File: config.mk
export PLATFORM = sky130hd
export DESIGN_NAME = nand_needle_8bit_core_flat
export DESIGN_NICKNAME = d
export VERILOG_FILES = /design/src/rtl/nand_needle_pkg.sv /design/src/rtl/nand_needle_8bit_core_if.sv /design/src/rtl/needle_res_scan.sv /design/src/rtl/nand_needle_8bit_core.sv /design/src/flat_wrapper.sv
export SDC_FILE = /design/constraint.sdc
export NUM_CORES = 2
export LEC_CHECK = 0
export ABC_AREA = 1
export CAP_MARGIN = 20
export CORE_MARGIN = 3
export CORE_UTILIZATION = 45
export CTS_CLUSTER_DIAMETER = 50
export DETAILED_ROUTE_END_ITERATION = 16
export GPL_TIMING_DRIVEN = 0
export PLACE_DENSITY = 0.69
export SYNTH_ARGS = -nofsm -noshare
export SYNTH_HDL_FRONTEND = slang
export SYNTH_SLANG_ARGS = --single-unit
File: constraint.sdc
create_clock -name clk -period 66.6 [get_ports clk]
set_input_delay 16.65 -clock clk [delete_from_list [all_inputs] [get_ports clk]]
set_output_delay 16.65 -clock clk [all_outputs]
set_load 0.01 [all_outputs]
File: src/rtl/nand_needle_pkg.sv
// Shared types, constants and square-coordinate helpers for the NAND-needle core.
package nand_needle_pkg;

    localparam int unsigned PIECE_W = 4;
    localparam int unsigned SQ_W    = 6;
    localparam int unsigned RES_W   = 8;
    localparam int unsigned NUM_SQ  = 64;

    typedef logic [PIECE_W-1:0] piece_t;
    typedef logic [SQ_W-1:0]    sq_t;
    typedef logic [RES_W-1:0]   res_t;
    typedef piece_t [NUM_SQ-1:0] board_t;

    localparam piece_t EMPTY    = 4'd0;
    localparam res_t   RES_NONE = 8'hFF;

    // Column (file) of a square: index = rank*8 + file.
    function automatic logic [2:0] file_of(input sq_t sq);
        return sq[2:0];
    endfunction

    // Row (rank) of a square.
    function automatic logic [2:0] rank_of(input sq_t sq);
        return sq[5:3];
    endfunction

endpackage

File: src/rtl/nand_needle_8bit_core_if.sv
// Move-input / scan-result bus between the front end and the NAND-needle core.
interface nand_needle_8bit_core_if;
    import nand_needle_pkg::*;

    logic        step;
    logic        player_move;
    sq_t         player_from;
    sq_t         player_to;
    logic [7:0]  remainder;
    logic [2:0]  phase;
    logic        slip_detected;
    logic [7:0]  needle_mask;
    sq_t         ai_from;
    sq_t         ai_to;
    logic        ai_valid;

    modport master (
        output step, player_move, player_from, player_to,
        input  remainder, phase, slip_detected, needle_mask, ai_from, ai_to, ai_valid
    );

    modport slave (
        input  step, player_move, player_from, player_to,
        output remainder, phase, slip_detected, needle_mask, ai_from, ai_to, ai_valid
    );

endinterface

File: src/rtl/needle_res_scan.sv
// Combinational resistance scan: per-square neighbour sum, occupied-square argmin
// and (when NAND_NEEDLE_AI_EN is defined) empty-square argmax.
module needle_res_scan
    import nand_needle_pkg::*;
(
    input  board_t board,
    output res_t   min_res,
    output sq_t    argmin,
    output logic   any_occ
`ifdef NAND_NEEDLE_AI_EN
    ,
    output sq_t    argmax_empty,
    output logic   any_empty
`endif
);

    // Sum of the four orthogonal neighbour codes, no wrap at board edges.
    function automatic res_t res_of(input board_t b, input sq_t sq);
        res_t acc;
        acc = '0;
        if (file_of(sq) != 3'd0) acc = acc + 8'(b[sq - 6'd1]);
        if (file_of(sq) != 3'd7) acc = acc + 8'(b[sq + 6'd1]);
        if (rank_of(sq) != 3'd0) acc = acc + 8'(b[sq - 6'd8]);
        if (rank_of(sq) != 3'd7) acc = acc + 8'(b[sq + 6'd8]);
        return acc;
    endfunction

    // Single pass over all squares; strict compares keep the lowest index on ties.
    always_comb begin
        res_t res;
`ifdef NAND_NEEDLE_AI_EN
        res_t max_res;
        max_res      = '0;
        argmax_empty = '0;
        any_empty    = 1'b0;
`endif
        min_res = RES_NONE;
        argmin  = '0;
        any_occ = 1'b0;
        for (int i = 0; i < int'(NUM_SQ); i++) begin
            res = res_of(board, sq_t'(i));
            if (board[i] != EMPTY) begin
                if (!any_occ || (res < min_res)) begin
                    min_res = res;
                    argmin  = sq_t'(i);
                end
                any_occ = 1'b1;
            end
`ifdef NAND_NEEDLE_AI_EN
            else begin
                if (!any_empty || (res > max_res)) begin
                    max_res      = res;
                    argmax_empty = sq_t'(i);
                end
                any_empty = 1'b1;
            end
`endif
        end
    end

endmodule

File: src/rtl/nand_needle_8bit_core.sv
// NAND-needle board core: board storage, player moves, friction scan with NAND
// remainder fold, sticky slip flag and optional AI move suggestion.
// Optional feature macro: NAND_NEEDLE_AI_EN (AI suggestion search).
module nand_needle_8bit_core
    import nand_needle_pkg::*;
#(
    parameter int unsigned SLIP_THRESH = 16
) (
    input  logic                          clk,
    input  logic                          rst_n,
    nand_needle_8bit_core_if.slave        bus
);

    localparam logic [8:0] SLIP_LIM = 9'(SLIP_THRESH);

    board_t     board_q, board_d;
    res_t       remainder_q, remainder_d;
    logic [2:0] phase_q, phase_d;
    logic       slip_q, slip_d;
    logic [7:0] needle_mask_q, needle_mask_d;
    res_t       curr_min_res_q, curr_min_res_d;
    res_t       prev_min_res_q, prev_min_res_d;
    logic       first_scan_q, first_scan_d;

    // Scan-result registers kept under their architectural names for probing.
    res_t curr_min_res;
    res_t prev_min_res;
    assign curr_min_res = curr_min_res_q;
    assign prev_min_res = prev_min_res_q;

    logic unused_prev;
    assign unused_prev = ^prev_min_res;

    res_t scan_min;
    sq_t  scan_argmin;
    logic scan_any_occ;

`ifdef NAND_NEEDLE_AI_EN
    sq_t  scan_argmax;
    logic scan_any_empty;
    sq_t  ai_from_q, ai_from_d;
    sq_t  ai_to_q, ai_to_d;
    logic ai_valid_q, ai_valid_d;
`endif

    needle_res_scan u_scan (
        .board        (board_q),
        .min_res      (scan_min),
        .argmin       (scan_argmin),
        .any_occ      (scan_any_occ)
`ifdef NAND_NEEDLE_AI_EN
        ,
        .argmax_empty (scan_argmax),
        .any_empty    (scan_any_empty)
`endif
    );

    // Bench backdoor: read a square's code.
    function automatic piece_t get_piece(input sq_t sq);
        return board_q[sq];
    endfunction

    // Bench backdoor: overwrite a square's code.
    task automatic set_piece(input sq_t sq, input piece_t code);
        board_q[sq] <= code;
    endtask

    // Absolute difference of two 8-bit resistances.
    function automatic res_t abs_diff(input res_t a, input res_t b);
        return (a > b) ? (a - b) : (b - a);
    endfunction

    // Next-state: move commit and scan update, both from the pre-edge board.
    always_comb begin
        board_d        = board_q;
        remainder_d    = remainder_q;
        phase_d        = phase_q;
        slip_d         = slip_q;
        needle_mask_d  = needle_mask_q;
        curr_min_res_d = curr_min_res_q;
        prev_min_res_d = prev_min_res_q;
        first_scan_d   = first_scan_q;
`ifdef NAND_NEEDLE_AI_EN
        ai_from_d      = ai_from_q;
        ai_to_d        = ai_to_q;
        ai_valid_d     = 1'b0;
`endif

        if (bus.player_move && (bus.player_from != bus.player_to)) begin
            board_d[bus.player_to]   = board_q[bus.player_from];
            board_d[bus.player_from] = EMPTY;
        end

        if (bus.step) begin
            prev_min_res_d = curr_min_res_q;
            curr_min_res_d = scan_min;
            remainder_d    = ~(remainder_q & scan_min);
            phase_d        = phase_q + 3'd1;
            needle_mask_d  = scan_any_occ ? (8'd1 << file_of(scan_argmin)) : 8'h00;
            first_scan_d   = 1'b0;
            if (!first_scan_q && ({1'b0, abs_diff(scan_min, curr_min_res_q)} > SLIP_LIM)) begin
                slip_d = 1'b1;
            end
`ifdef NAND_NEEDLE_AI_EN
            ai_from_d  = scan_argmin;
            ai_to_d    = scan_argmax;
            ai_valid_d = scan_any_occ & scan_any_empty;
`endif
        end
    end

    // State registers with asynchronous active-low clear.
    always_ff @(posedge clk or negedge rst_n) begin
        if (!rst_n) begin
            board_q        <= '0;
            remainder_q    <= '0;
            phase_q        <= '0;
            slip_q         <= 1'b0;
            needle_mask_q  <= '0;
            curr_min_res_q <= '0;
            prev_min_res_q <= '0;
            first_scan_q   <= 1'b1;
`ifdef NAND_NEEDLE_AI_EN
            ai_from_q      <= '0;
            ai_to_q        <= '0;
            ai_valid_q     <= 1'b0;
`endif
        end else begin
            board_q        <= board_d;
            remainder_q    <= remainder_d;
            phase_q        <= phase_d;
            slip_q         <= slip_d;
            needle_mask_q  <= needle_mask_d;
            curr_min_res_q <= curr_min_res_d;
            prev_min_res_q <= prev_min_res_d;
            first_scan_q   <= first_scan_d;
`ifdef NAND_NEEDLE_AI_EN
            ai_from_q      <= ai_from_d;
            ai_to_q        <= ai_to_d;
            ai_valid_q     <= ai_valid_d;
`endif
        end
    end

    assign bus.remainder     = remainder_q;
    assign bus.phase         = phase_q;
    assign bus.slip_detected = slip_q;
    assign bus.needle_mask   = needle_mask_q;
`ifdef NAND_NEEDLE_AI_EN
    assign bus.ai_from       = ai_from_q;
    assign bus.ai_to         = ai_to_q;
    assign bus.ai_valid      = ai_valid_q;
`else
    assign bus.ai_from       = '0;
    assign bus.ai_to         = '0;
    assign bus.ai_valid      = 1'b0;
`endif

endmodule

File: src/flat_wrapper.sv
// flat-port wrapper written by rule: the top's interface ports become plain ports
module nand_needle_8bit_core_flat import nand_needle_pkg::*;
#(
    parameter int unsigned SLIP_THRESH = 16
)
  (clk, rst_n, bus_step, bus_player_move, bus_player_from, bus_player_to, bus_remainder, bus_phase, bus_slip_detected, bus_needle_mask, bus_ai_from, bus_ai_to, bus_ai_valid);
  nand_needle_8bit_core_if bus_i ();
  input  logic clk;
  input  logic rst_n;
  input wire logic [$bits(bus_i.step)-1:0] bus_step;
  input wire logic [$bits(bus_i.player_move)-1:0] bus_player_move;
  input wire logic [$bits(bus_i.player_from)-1:0] bus_player_from;
  input wire logic [$bits(bus_i.player_to)-1:0] bus_player_to;
  output wire logic [$bits(bus_i.remainder)-1:0] bus_remainder;
  output wire logic [$bits(bus_i.phase)-1:0] bus_phase;
  output wire logic [$bits(bus_i.slip_detected)-1:0] bus_slip_detected;
  output wire logic [$bits(bus_i.needle_mask)-1:0] bus_needle_mask;
  output wire logic [$bits(bus_i.ai_from)-1:0] bus_ai_from;
  output wire logic [$bits(bus_i.ai_to)-1:0] bus_ai_to;
  output wire logic [$bits(bus_i.ai_valid)-1:0] bus_ai_valid;
  assign bus_i.step = bus_step;
  assign bus_i.player_move = bus_player_move;
  assign bus_i.player_from = bus_player_from;
  assign bus_i.player_to = bus_player_to;
  assign bus_remainder = bus_i.remainder;
  assign bus_phase = bus_i.phase;
  assign bus_slip_detected = bus_i.slip_detected;
  assign bus_needle_mask = bus_i.needle_mask;
  assign bus_ai_from = bus_i.ai_from;
  assign bus_ai_to = bus_i.ai_to;
  assign bus_ai_valid = bus_i.ai_valid;
  nand_needle_8bit_core #(.SLIP_THRESH(SLIP_THRESH)) u_core (.clk(clk), .rst_n(rst_n), .bus(bus_i));
endmodule
# ---- After elaboration in Yosys (flattened, before gate mapping)
# Cells that the tools add are included.
dict set report word_totals {
  register_bits 285
  inputBits 16
  output_inout_bits 33
}
dict set report op_classes {
  add_sub_neg 163
  magnitude_cmp 69
  n_eq_ne 1
  shifts 1
  n_mux 326
  bitwise 4
  reduce_logical 196
}
# op count
set ops {}
lappend ops {{8-bit two-way mux} 129}
lappend ops {{3-bit two-way mux} 123}
lappend ops {{5-bit by 4-bit adder with 6-bit output} 60}
lappend ops {{4-bit by 4-bit adder with 5-bit output} 64}
lappend ops {{7-bit by 8-bit less-than comparator with 1-bit output} 36}
lappend ops {{256-bit bitwise AND} 1}
lappend ops {{256-bit bitwise mux} 1}
lappend ops {{256-bit inverter} 1}
lappend ops {{4-bit nonzero test} 64}
lappend ops {{6-bit by 4-bit adder with 7-bit output} 36}
lappend ops {{6-bit by 8-bit less-than comparator with 1-bit output} 24}
lappend ops {{1-bit two-way mux} 66}
lappend ops {{1-bit logical NOT} 64}
lappend ops {{1-bit logical OR} 63}
lappend ops {{4-bit demux with 6-bit select} 2}
lappend ops {{4-bit binary-select mux with 6-bit select} 1}
lappend ops {{5-bit by 8-bit less-than comparator with 1-bit output} 3}
lappend ops {{8-bit subtractor} 2}
lappend ops {{6-bit by 7-bit less-than comparator with 1-bit output (second input constant)} 2}
lappend ops {{6-bit by 1-bit greater-or-equal comparator with 1-bit output (second input constant)} 2}
lappend ops {{4-bit two-way mux} 3}
lappend ops {{8-bit bitwise AND} 1}
lappend ops {{8-bit by 5-bit greater-than comparator with 1-bit output (second input constant)} 1}
lappend ops {{8-bit greater-than comparator} 1}
lappend ops {{7 further kinds} 10}

# ---- Longest topological paths before layout
dict set report logic_depth {
  depth_word 259
  ltp_mapped 678
}

# ---- By module
# Synthesis repeated with hierarchy kept, for this count alone.
dict set report hier_totals {
  cells_unflattened 7829
  area_unflattened_um2 52984.6
}
# mod instances cells_per_inst area_per_inst_um2
set modules_own_cells {}
lappend modules_own_cells {needle_res_scan 1 4665 33762.4}
lappend modules_own_cells {nand_needle_8bit_core 1 3164 19222.2}

# ---- Least setup slack after synthesis
# Ideal clock, no wire load.
dict set report synth_timing {
  path_type {flip-flop to flip-flop}
  startpoint {register u_core.board_q[37] in the netlist's numbering}
  endpoint {register u_core.slip_q (netlist: u_core.bus.slip_detected)}
  setup_ns 0.120
  arrival_time_ns 71.950
  required_time_ns 66.480
  path_slack_ns -5.470
  stages_incl_launch_ff 491
  path_buffers 51
  synth_period_minus_slack_ns 72.070
  path_cell_list {dfrtp_1 inv_1 fa_1 inv_1 ha_1 fa_1 nand2_1 a21oi_1 ha_1 nand2_1 a21oi_2 nand2_1 nand2_2 nand2_4 nand2_1 o21ai_0 o21ai_0 ha_1 [455 not listed] fa_1 nand3_1 nand2_1 nand2_1 nand2_1 a21oi_1 o21bai_1 nand2_2 inv_1 nand2_1 nand2_1 xor2_1 a211oi_1 nand2_1 nor2_2 nor2_1 o21ai_1 nand2_1}
}
dict set report synth_via {
  elab_chain_cells 258
  elab_cells_between_ends 376
}
# item line
set synth_lines {}
lappend synth_lines {{from (decl)} nand_needle_8bit_core.sv:16} ;# board_t board_q, board_d;
lappend synth_lines {{from (signal assigned)} nand_needle_8bit_core.sv:129} ;# board_q <= board_d;
lappend synth_lines {{5-bit by 4-bit adder with 6-bit output} needle_res_scan.sv:24} ;# if (rank_of(sq) != 3'd7) acc = acc + 8'(b[sq + 6'd8]);
lappend synth_lines {{6-bit by 8-bit less-than comparator with 1-bit output} needle_res_scan.sv:43} ;# if (!any_occ || (res < min_res)) begin
lappend synth_lines {{1-bit logical OR} needle_res_scan.sv:43}
lappend synth_lines {{8-bit two-way mux} needle_res_scan.sv:43}
lappend synth_lines {{8-bit two-way mux} needle_res_scan.sv:42} ;# if (board[i] != EMPTY) begin
lappend synth_lines {{6-bit by 8-bit less-than comparator with 1-bit output} needle_res_scan.sv:43}
lappend synth_lines {{1-bit logical OR} needle_res_scan.sv:43}
lappend synth_lines {{8-bit two-way mux} needle_res_scan.sv:43}
lappend synth_lines {{[242 not listed]} --}
lappend synth_lines {{1-bit logical OR} needle_res_scan.sv:43}
lappend synth_lines {{8-bit two-way mux} needle_res_scan.sv:43}
lappend synth_lines {{8-bit two-way mux (*)} needle_res_scan.sv:42}
lappend synth_lines {{8-bit subtractor or 8-bit greater-than comparator (tied branches)} nand_needle_8bit_core.sv:70} ;# return (a > b) ? (a - b) : (b - a);
lappend synth_lines {{8-bit two-way mux (*)} nand_needle_8bit_core.sv:70}
lappend synth_lines {{8-bit by 5-bit greater-than comparator with 1-bit output (*)} nand_needle_8bit_core.sv:101} ;# if (!first_scan_q && ({1'b0, abs_diff(scan_min, curr_min_res_q)} > SLIP_LIM)) begin
lappend synth_lines {{1-bit logical AND (*)} nand_needle_8bit_core.sv:101}
lappend synth_lines {{2-bit AND reduction (no source line) (*)} --}
lappend synth_lines {{to (signal assigned)} nand_needle_8bit_core.sv:132} ;# slip_q <= slip_d;
lappend synth_lines {{to (decl)} nand_needle_8bit_core.sv:19} ;# logic slip_q, slip_d;
# Mark *: on every way between the ends. The rest lies on a longest branch, timed or not.
# A chain may end at the register's enable or synchronous reset.

# ---- Worst setup path after layout
# Same ends and word-level chain as after synthesis.

==> results.md <==
- The number of nets with antenna violations after detailed routing is 0.
- The final hold violation count is 0.
- The initial utilization of the core area, before any placement, comes to ~46%.
- The run finished, with violations left.
- The top cell family by delay on the critical path is simple AND/OR/NAND/NOR gates.
- The number of warning messages in the yosys log is 0.
- The die covers 112,000 um2.
- The port buffer count is 35.
- The number of buffers and inverters on the critical path is slightly below 100.
- The number of vias per cell after detailed routing is roughly 6.0.
- After detailed routing, the average wire length per cell comes to around 22 um.
- The synthesized design contains 0 enable-type register cells.
- The congestion estimate from routability-driven global placement came to just over 1.
- The commonest cells after synthesis are sky130_fd_sc_hd__nand2_1 (1,252), sky130_fd_sc_hd__inv_1 (988), sky130_fd_sc_hd__o21ai_0 (716).
- The overflow left after global routing is 0.
- The clock arrives with 0.0312 ns of skew.
- The clock tree synthesis step divided the H-tree into 2 levels.
- The startpoint kind of the worst setup timing path is a flip-flop.
- The number of vias in the routed layout is between 50,000 and 60,000.
- The floorplan has 119 rows.
- In this run the worst path has a maximum fanout of 8.
- The core region is around 110,000 um2.
- The worst pin sits at a relative slew slack of between 10% and 20%.
- Of the synthesized area, sequential elements account for 14.6%.
- The slowest stage of the critical path belongs to the cell sky130_fd_sc_hd__fa_1.
- The clock tree from TritonCTS is done.
- After clock tree synthesis, the clock-pin slew on the worst setup and hold paths is approximately 0.060 ns.
- The number of DRC violations after detailed-routing iteration 0 is 6,123.
- For this run, design rule violations remaining after detail routing come to 0.
- The checks that failed: negative setup slack.
- At the worst endpoint, the arrival time is 68.32 ns.
- The number of iterations in the first detailed-routing pass is 9.
- The layout has 9,201 filler cells.
- For this design the top-level I/O count stands at slightly below 50.
- In this run the mean area of a mapped cell was 7.38 um2.
- The core occupancy in the finished layout is 56.9%.
- Measured along the y axis, the die boundary spans roughly 330 um.
- Based on the critical path, the design can be clocked at up to around 0.015 GHz.
- The origin of the worst setup path is u_core.board_q[37].
- The post-synthesis instance total is approximately 6,600.
- The post-route netlist has between 20% and 30% of its cells at a drive strength greater than 1.
- The async set-or-reset flop fraction in the synthesized netlist is 100%.
- The global-route wire length before repair is roughly 280,000 um.
- The largest single stage delay on the critical path is 0.51 ns.
- The via count of the first global-routing pass is approximately 50,000.
- The critical register-to-register path startpoint is u_core.board_q[37].
- Across all setup checks in the final design, the least slack found is -1.27 ns.
- Entering global routing, the biggest net connects around 120 pins.
- The number of endpoints failing setup at the final stage is 3.
- The clock network latency to the later pin of the worst-skew pair is ~0.60 ns.
- The number of antenna violations at the first check in global routing is 1.
- Hold is met by between 0.4 and 0.5 ns.
- The dominant register cell in the synthesized netlist is sky130_fd_sc_hd__dfrtp_1.
- Subtracting the final worst setup slack from the clock period gives around 68 ns.
- For the pin with the worst max-slew slack, the measured transition is between 1 and 1.5 ns.
- By area the synthesized netlist is led by sky130_fd_sc_hd__fa_1 (17%), sky130_fd_sc_hd__dfrtp_1 (15%), sky130_fd_sc_hd__ha_1 (12%).
- The number of clock buffers added by TritonCTS is 39.
- The net count of the finished layout is just over 8,000.
- The HPWL after detailed placement is about 140,000 um.
- The number of buffers inserted by hold repair at cts is 0.
- The endpoint type of the worst setup path is a flip-flop.
- The most used cell along the critical path is sky130_fd_sc_hd__nand2_2.
- After synthesis, the largest area contributor takes up between 10% and 20% of total cell area.
- Dividing the final minimum period by the clock period gives 102%.
- The placement-stage cell area is slightly above 50,000 um2.
- The number of maximum-capacitance violations is 0.
- Counting every sink on the clock net gives 284.
- The number of distinct library cell variants in the gate-level netlist after synthesis is 62.
- The layout overhead on the synthesized area is 24.3%.
- The startpoint identified for the worst hold timing path is u_core.first_scan_q.
- Data on the critical path is required at its endpoint by roughly 67 ns.
- The path class of the tightest hold or removal check is flip-flop to flip-flop.
- The largest total area in the synthesized netlist belongs to sky130_fd_sc_hd__fa_1.
- Counting flops and latches in the post-synthesis netlist gives about 280.
- The most common cell in the synthesized netlist is sky130_fd_sc_hd__nand2_1.
- The netlist area before placement is roughly 49,000 um2.
- Setup repair after global routing could not meet its margin everywhere.
- The clock tree root buffer cell is sky130_fd_sc_hd__clkbuf_16.
- The type of the worst setup path is flip-flop to flip-flop.
- The routed design has about 190,000 um of wire.
- The largest buffer count on any clock path is 3.
- The number of max-slew violations in the final report is 0.
- The finished cells cover between 60,000 and 70,000 um2.
- The horizontal extent of the die is 334 um.
- The global-route usage over all layers is around 32%.
==> cells by family after synthesis <==
family,count (synthesis),share of synthesized area (%)
compound gates,1420,15.9
xor+xnor,128,2.31
fa+ha+maj,891,29.4
buf+inv,1201,10.5
flops,284,14.6
mux,1,0.0232
other cells,1,0.00772
simple gates,2653,27.3
==> cell type report <==
| cell class | instances | area [um2] | area share (%) |
|---|---|---|---|
| multi-input cells | 5107 | 40200 | 66.5 |
| flip-flops and latches | 284 | 7130 | 11.8 |
| repair buffers | 600 | 4800 | 7.95 |
| inverters | 1038 | 4070 | 6.75 |
| well taps | 1391 | 1740 | 2.88 |
| plain buffers | 156 | 1110 | 1.84 |
| clock buffers | 48 | 1060 | 1.76 |
| clock inverters | 23 | 294 | 0.487 |
| diodes | 1 | 2.50 | 0.00415 |
==> layer usage <==
layer / GRT usage (%) / vias to the layer above / share of wire [%]
met5: 0 / - / 0
met4: 16.9 / 0 / 7.1
met3: 8.43 / 831 / 12
met2: 50.4 / 3050 / 44
met1: 41.5 / 24700 / 38
li1: - / 23400 / -
==> path summary, 6_finish.rpt <==
path,depth (start not counted),end,slack [ns]
setup / recovery,553,u_core.bus.slip_detected,-1.27
hold / removal,2,u_core.first_scan_q,0.46
setup reg to reg,553,u_core.bus.slip_detected,-1.27
hold reg to reg,2,u_core.first_scan_q,0.46
max in group asynchronous,2,u_core.board_q[38],49.49
min in group asynchronous,1,u_core.bus.remainder[5],16.02
==> through the flow <==
step | setup slack, ns | cells | TNS, ns
6_report | -1.27 | 8648 | -2.09
5_1_grt | -4.85 | 8647 | -65.42
4_1_cts | 0.00215 | 8442 | 0
3_5_place_dp | -7.58 | 8033 | -115.16
3_3_place_gp | -6.68 | 8017 | -95.60
2_1_floorplan | 0.000519 | 6591 | 0
==> worst register-to-register path: cells and delay by family, from the launching register on <==
| family | cells | cell delay, ns |
|---|---|---|
| AO/OA/AOI/OAI | 110 | 11.97 |
| buffers and inverters | 99 | 11.21 |
| XOR/XNOR | 1 | 0.14 |
| AND/OR/NAND/NOR | 275 | 25.35 |
| adder cells (fa/ha/maj) | 68 | 18.78 |
| flip-flops | 1 | 0.44 |
==> registers in the layout, summed over array words and instances (netlist names) <==
signal,count
u_core.board_q,256
u_core.bus.remainder,8
u_core.bus.needle_mask,8
u_core.bus.slip_detected,1
u_core.bus.phase,3
u_core.first_scan_q,1
u_core.curr_min_res,7
==> cells in the final DEF (no fill, tap or decap), types with 23 or more instances in the layout <==
cell	count
sky130_fd_sc_hd__nand2_1	1112
sky130_fd_sc_hd__inv_1	937
sky130_fd_sc_hd__o21ai_0	545
sky130_fd_sc_hd__buf_4	521
sky130_fd_sc_hd__nand3_1	411
sky130_fd_sc_hd__fa_1	411
sky130_fd_sc_hd__ha_1	381
sky130_fd_sc_hd__a21oi_1	346
sky130_fd_sc_hd__nand2_2	313
sky130_fd_sc_hd__dfrtp_1	271
sky130_fd_sc_hd__nand4_1	245
sky130_fd_sc_hd__nor2_1	176
sky130_fd_sc_hd__xor2_1	117
sky130_fd_sc_hd__nand2_4	99
sky130_fd_sc_hd__clkbuf_1	96
sky130_fd_sc_hd__ha_4	92
sky130_fd_sc_hd__o21ai_2	90
sky130_fd_sc_hd__o22ai_1	77
sky130_fd_sc_hd__o21ai_1	63
sky130_fd_sc_hd__nand3_4	62
sky130_fd_sc_hd__nor4_1	62
sky130_fd_sc_hd__or2_4	62
sky130_fd_sc_hd__buf_6	62
sky130_fd_sc_hd__inv_2	60
sky130_fd_sc_hd__o21ai_4	49
sky130_fd_sc_hd__a21oi_2	48
sky130_fd_sc_hd__a31oi_1	44
sky130_fd_sc_hd__nor2_2	42
sky130_fd_sc_hd__clkbuf_16	41
sky130_fd_sc_hd__clkdlybuf4s50_1	34
sky130_fd_sc_hd__nor3_1	25
sky130_fd_sc_hd__o2111ai_1	25
sky130_fd_sc_hd__a221oi_1	24
sky130_fd_sc_hd__nand3_2	23
==> what timing repair did <==
item	in CTS	in global routing
setup buffers	331	203
endpoints found under the setup margin	21	21
gates cloned	14	3
gates resized for setup	294	548
pin swaps	346	475
Power is not shown: default switching activity piles up to over one toggle a cycle in this logic, so the estimate is an artifact.
